### src/rtl/mem_arbiter.sv
// rtl/mem_arbiter.sv - round-robin arbiter sharing one block memory port between I-cache and D-cache
module mem_arbiter #(
    parameter int ADDR_W  = 28,
    parameter int BLOCK_W = 128,
    parameter int TIMEOUT = 255
) (
    input  logic               CLK,
    input  logic               RESET,
    input  logic               I_MEM_READ,
    input  logic [ADDR_W-1:0]  I_MEM_ADDRESS,
    output logic [BLOCK_W-1:0] I_MEM_READDATA,
    output logic               I_MEM_BUSYWAIT,
    input  logic               D_MEM_READ,
    input  logic               D_MEM_WRITE,
    input  logic [ADDR_W-1:0]  D_MEM_ADDRESS,
    input  logic [BLOCK_W-1:0] D_MEM_WRITEDATA,
    output logic [BLOCK_W-1:0] D_MEM_READDATA,
    output logic               D_MEM_BUSYWAIT,
    output logic               MEM_READ,
    output logic               MEM_WRITE,
    output logic [ADDR_W-1:0]  MEM_ADDRESS,
    output logic [BLOCK_W-1:0] MEM_WRITEDATA,
    input  logic [BLOCK_W-1:0] MEM_READDATA,
    input  logic               MEM_BUSYWAIT,
    output logic               GRANT_D,
    output logic               ARB_ERROR
);

    typedef enum logic [1:0] {
        IDLE    = 2'd0,
        SERVE_I = 2'd1,
        SERVE_D = 2'd2,
        RELEASE = 2'd3
    } state_t;

    localparam logic [7:0] TIMEOUT_8 = 8'(TIMEOUT);

    state_t     state;
    state_t     state_next;
    logic       last_d;
    logic [7:0] wdog;
    logic [7:0] wdog_inc;
    logic       error_flag;
    logic       req_i;
    logic       req_d;
    logic       pick_d;
    logic       serving;
    logic       done;

    assign req_i    = I_MEM_READ;
    assign req_d    = D_MEM_READ | D_MEM_WRITE;
    // On a tie the requester that did not own the last transaction wins.
    assign pick_d   = req_d && (!req_i || !last_d);
    assign serving  = (state == SERVE_I) || (state == SERVE_D);
    // The watchdog is zero only on the first serve cycle, so it doubles as the
    // "at least one cycle spent in SERVE" qualifier for completion.
    assign done     = serving && (wdog != 8'd0) && !MEM_BUSYWAIT;
    assign wdog_inc = wdog + 8'd1;

    assign GRANT_D   = last_d;
    assign ARB_ERROR = error_flag;

    // State register.
    always_ff @(posedge CLK) begin
        if (RESET) begin
            state <= IDLE;
        end else begin
            state <= state_next;
        end
    end

    // Next-state selection: grant, hold until completion, one release cycle.
    always_comb begin
        state_next = state;
        case (state)
            IDLE: begin
                if (req_i || req_d) begin
                    state_next = pick_d ? SERVE_D : SERVE_I;
                end
            end
            SERVE_I, SERVE_D: begin
                if (done) begin
                    state_next = RELEASE;
                end
            end
            RELEASE: state_next = IDLE;
            default: state_next = IDLE;
        endcase
    end

    // Busywaits drop only during the owner's release cycle.
    always_comb begin
        I_MEM_BUSYWAIT = I_MEM_READ && !((state == RELEASE) && !last_d);
        D_MEM_BUSYWAIT = req_d && !((state == RELEASE) && last_d);
    end

    // Memory-side registers, read-data capture, ownership and watchdog.
    always_ff @(posedge CLK) begin
        if (RESET) begin
            MEM_READ       <= 1'b0;
            MEM_WRITE      <= 1'b0;
            MEM_ADDRESS    <= '0;
            MEM_WRITEDATA  <= '0;
            I_MEM_READDATA <= '0;
            D_MEM_READDATA <= '0;
            last_d         <= 1'b0;
            wdog           <= 8'd0;
            error_flag     <= 1'b0;
        end else begin
            case (state)
                IDLE: begin
                    if (req_i || req_d) begin
                        last_d <= pick_d;
                        if (pick_d) begin
                            // A simultaneous read+write from the D side is treated as a write.
                            MEM_ADDRESS <= D_MEM_ADDRESS;
                            MEM_WRITE   <= D_MEM_WRITE;
                            MEM_READ    <= !D_MEM_WRITE;
                            if (D_MEM_WRITE) begin
                                MEM_WRITEDATA <= D_MEM_WRITEDATA;
                            end
                        end else begin
                            MEM_ADDRESS <= I_MEM_ADDRESS;
                            MEM_READ    <= 1'b1;
                            MEM_WRITE   <= 1'b0;
                        end
                    end
                end
                SERVE_I, SERVE_D: begin
                    if (done) begin
                        if (MEM_READ) begin
                            if (state == SERVE_D) begin
                                D_MEM_READDATA <= MEM_READDATA;
                            end else begin
                                I_MEM_READDATA <= MEM_READDATA;
                            end
                        end
                        MEM_READ  <= 1'b0;
                        MEM_WRITE <= 1'b0;
                        wdog      <= 8'd0;
                    end else if (wdog != 8'hFF) begin
                        // Saturating count; a stuck transaction keeps waiting.
                        wdog <= wdog_inc;
                        if (wdog_inc == TIMEOUT_8) begin
                            error_flag <= 1'b1;
                        end
                    end
                end
                default: ;
            endcase
        end
    end

endmodule
### config.mk
export PLATFORM = sky130hd
export DESIGN_NAME = mem_arbiter
export DESIGN_NICKNAME = d
export VERILOG_FILES = /design/src/rtl/mem_arbiter.sv
export SDC_FILE = /design/constraint.sdc
export NUM_CORES = 1
export LEC_CHECK = 0
export CORE_AREA = 3 3 282 284
export DETAILED_ROUTE_END_ITERATION = 6
export DIE_AREA = 0 0 285 287
export SETUP_SLACK_MARGIN = 0.15
export SKIP_CTS_REPAIR_TIMING = 1
export SLEW_MARGIN = 40
export SYNTH_ARGS = -nofsm -noshare
export SYNTH_HDL_FRONTEND = slang
export SYNTH_SLANG_ARGS = --single-unit
### constraint.sdc
create_clock -name CLK -period 3 [get_ports CLK]
set_input_delay 0.3 -clock CLK [delete_from_list [all_inputs] [get_ports CLK]]
set_output_delay 0.3 -clock CLK [all_outputs]
set_load 0.05 [all_outputs]
==> impl_results.md <==
- Status: completed
- Cell count after synthesis: 1914
- DR DRC count: 0
- Crit-path max FO: between 40 and 50
- DP HPWL: 48150 um
- Number of CTS-inserted buffers: 51
- Worst R2R Start: state[1]$_SDFFE_PP0P_
- Die X-Extent: about 290 um
- Max Freq: 0.3897 GHz
- ANT cells: 0
- Clock latency on the worst-skew pair: 0.57 ns
- DR WL/cell: between 15 and 20 um
- Critical path destination: I_MEM_READDATA[84]$_SDFFE_PP0P_
- Asr flop ratio synth: 0%
- Worst endpoint required time: about 3.5 ns
- Starting Density: between 20% and 30%
- P_sw: 6181 uW
- Synth cell types: 49
- Largest net degree at the start of global routing: 89
- DR vias: 15300
- Internal power: 11800 uW
- Clock power share: 35.1%
- Maximum vdd drop: 0.4133 mV
- Register area share after synthesis: 53.09%
- Top-area cell type share of the netlist area: 53.09%
- Reg2Reg Capture Point: I_MEM_READDATA[84]$_SDFFE_PP0P_
- Layout cells sized above 1: 12.93%
- Final-report hold violation count: 0
- Comb power frac: 28.9%
- Top cells by area, synth: dfxtp_1 (53%), nand2_1 (16%), a21oi_1 (9.1%)
- Static leakage: 0.008897 uW
- Cell with the most instances after synthesis: nand2_1
- Top Ports: 736
- EDFF count, synth: 0
- Final setup violation count: 0
- Pwr Total: 17980 uW
- Area Growth Syn to Fin: 63.68%
- Global-route met2 utilization: 25.30%
- Slack of the worst reg-to-reg path: approximately 0.43 ns
- Syn Nets: 2240
- Crit path capture type: flop
- Clock Tree Root: clkbuf_16
- Reg clk slew, reported paths: approximately 0.060 ns
- Die height: 287 um
- Sequential Power Share: 36.0%
- R2R cell count: 8
- Crit path launch: state[1]$_SDFFE_PP0P_
- Met3 usage: 4.385%
- RSZ-0062 raised after global routing: false
- M1 GR Usage: between 10% and 20%
- Final GP Congestion: 0.8253
- Total track usage: around 15%
- TritonCTS clock tree: built
- Most used DFF post-synth: dfxtp_1
- Hold Path Class: input port to flop
- Core region area: 77340 um^2
- CTS max path bufs: 3
- Die Area: 81800 um^2
- CP arrival: 3.06 ns
- Dominant cell type by area after synthesis: dfxtp_1
- Fin Clk Skew: roughly 0.015 ns
- Setup TNS: 0 ns
- Number of global-route vias before repair: 14800
- Syn. warnings: 0
- Port buffer count: 735
- Net Sw Frac: between 30 and 40%
- Pins Over Slew Limit: 0
- Clk sinks: 426
- # nets final: 2937
- TritonRoute pass-1 iters: 5
- Post-Route WL: 64670 um
- Fin crit share: 85.55%
- 1st-iter DRT viols: a little under 800
- Power Density: 683.8 nW/um^2
- Initial antenna violation count: 1
- Commonest cells in the netlist: nand2_1 (691), dfxtp_1 (426), a21oi_1 (293)
- Worst slew pin tran: 0.8174 ns
- Vias per cell: slightly above 4
- Startpoint class of the critical path: flop
- Setup Crit Path Kind: flop to flop
- Relative slew margins: 45.34%
- H-tree depth: 2
- Synth Cell Area: ~16000 um^2
- First-pass GRT wire length: 95480 um
- GRT overflow: 0
- ANT nets after route: 0
- Max-cap violations: 0
- Worst hold stages: 2
- Layout Utilization: 34.00%
- Fin crit period: approximately 2.6 ns
- Syn Area/Cell: 8.392 um^2
- Rows: between 100 and 150
- Fill cells: 8138
- Busiest grt layer: met2
- Number of synthesized register bits: 426
-- worst min path at each step --
stage | start | end | slack (ns)
2_1_floorplan | MEM_READDATA[0] | D_MEM_READDATA[0]$_SDFFE_PP0P_ | 0.44
3_3_place_gp | I_MEM_READDATA[16]$_SDFFE_PP0P_ | I_MEM_READDATA[16]$_SDFFE_PP0P_ | 0.44
3_5_place_dp | MEM_WRITEDATA[83]$_SDFFE_PP0P_ | MEM_WRITEDATA[83]$_SDFFE_PP0P_ | 0.45
4_1_cts | RESET | D_MEM_READDATA[42]$_SDFFE_PP0P_ | 0.19
5_1_grt | RESET | D_MEM_READDATA[48]$_SDFFE_PP0P_ | 0.23
6_report | RESET | D_MEM_READDATA[42]$_SDFFE_PP0P_ | 0.23
-- logic make-up after synthesis --
family	share of synthesized area, %
AND/OR/NAND/NOR	22.00
AO/OA/AOI/OAI	17.21
flip-flops	53.09
buffers and inverters	5.227
multiplexers	1.745
adder cells (fa/ha/maj)	0.6232
XOR/XNOR	0.1091
-- power groups by stage --
stage	clock (uW)	sequential, uW	combinational (uW)
after floorplan	0	8230	1440
after global placement	0	6570	5230
after detailed placement	0	6580	5230
after CTS	6500	6460	5250
after global routing	6720	6530	5500
final	6320	6460	5200
-- placed cells by master (no fill, tap or decap), drive strengths merged, types with 2 or more instances in the layout --
master,Yosys,layout
nand2,781,781
clkdlybuf4s50,0,731
dfxtp,426,426
a21oi,393,393
clkbuf,76,80
buf,70,58
nor2,36,36
a211oi,30,30
mux2i,28,28
clkinv,0,10
ha,8,8
nand3,7,7
inv,6,7
o21ai,6,6
nand4,5,5
a31oi,4,4
and2,4,4
or4b,4,4
or3b,3,3
nor2b,3,3
bufinv,0,3
nor3,2,2
xor2,2,2
a21boi,2,2
-- through the flow --
stage	area, um^2	std cells	setup slack [ns]	hold slack (ns)
finish	26290	3693	0.4336	0.2341
global route	26290	3693	0.2386	0.2342
CTS	26290	3693	0.05513	0.1949
detailed placement	24570	3598	0.4124	0.4453
global placement	24570	3598	0.4027	0.4404
floorplan	16060	1914	0.7958	0.4360
-- flip-flops by register name, summed over array words and instances, names as in the netlist, 2 cells and up --
signal          flops
D_MEM_READDATA    128
I_MEM_READDATA    128
MEM_WRITEDATA     128
MEM_ADDRESS        28
wdog                8
state               2
-- area by class of cell --
class	instances	area, um^2	share of cell area [%]
multi-input cells	1336	6734	25.61
clock buffers	80	1558	5.925
clock inverters	15	167.7	0.6377
well taps	1040	1301	4.949
flip-flops and latches	426	8528	32.44
repair buffers	790	7980	30.35
inverters	6	22.52	0.08566
-- critical path, cell delays in order (launching register included) --
cell and delay, ns:
dfxtp_1 0.38, inv_1 0.09, ha_1 0.44, nand2_1 0.12, a2111oi_2 0.64, buf_12 0.31, buf_4 0.24, nand2_1 0.07
a21oi_1 0.15
-- routing by layer --
| layer | wire length (um) | up-vias |
|---|---|---|
| li1 | - | 7632 |
| met3 | 4647 | 94 |
| met1 | 27040 | 7089 |
| met5 | 13 | - |
| met4 | 1626 | 2 |
| met2 | 31350 | 483 |
(Power assumes the default switching activity.)
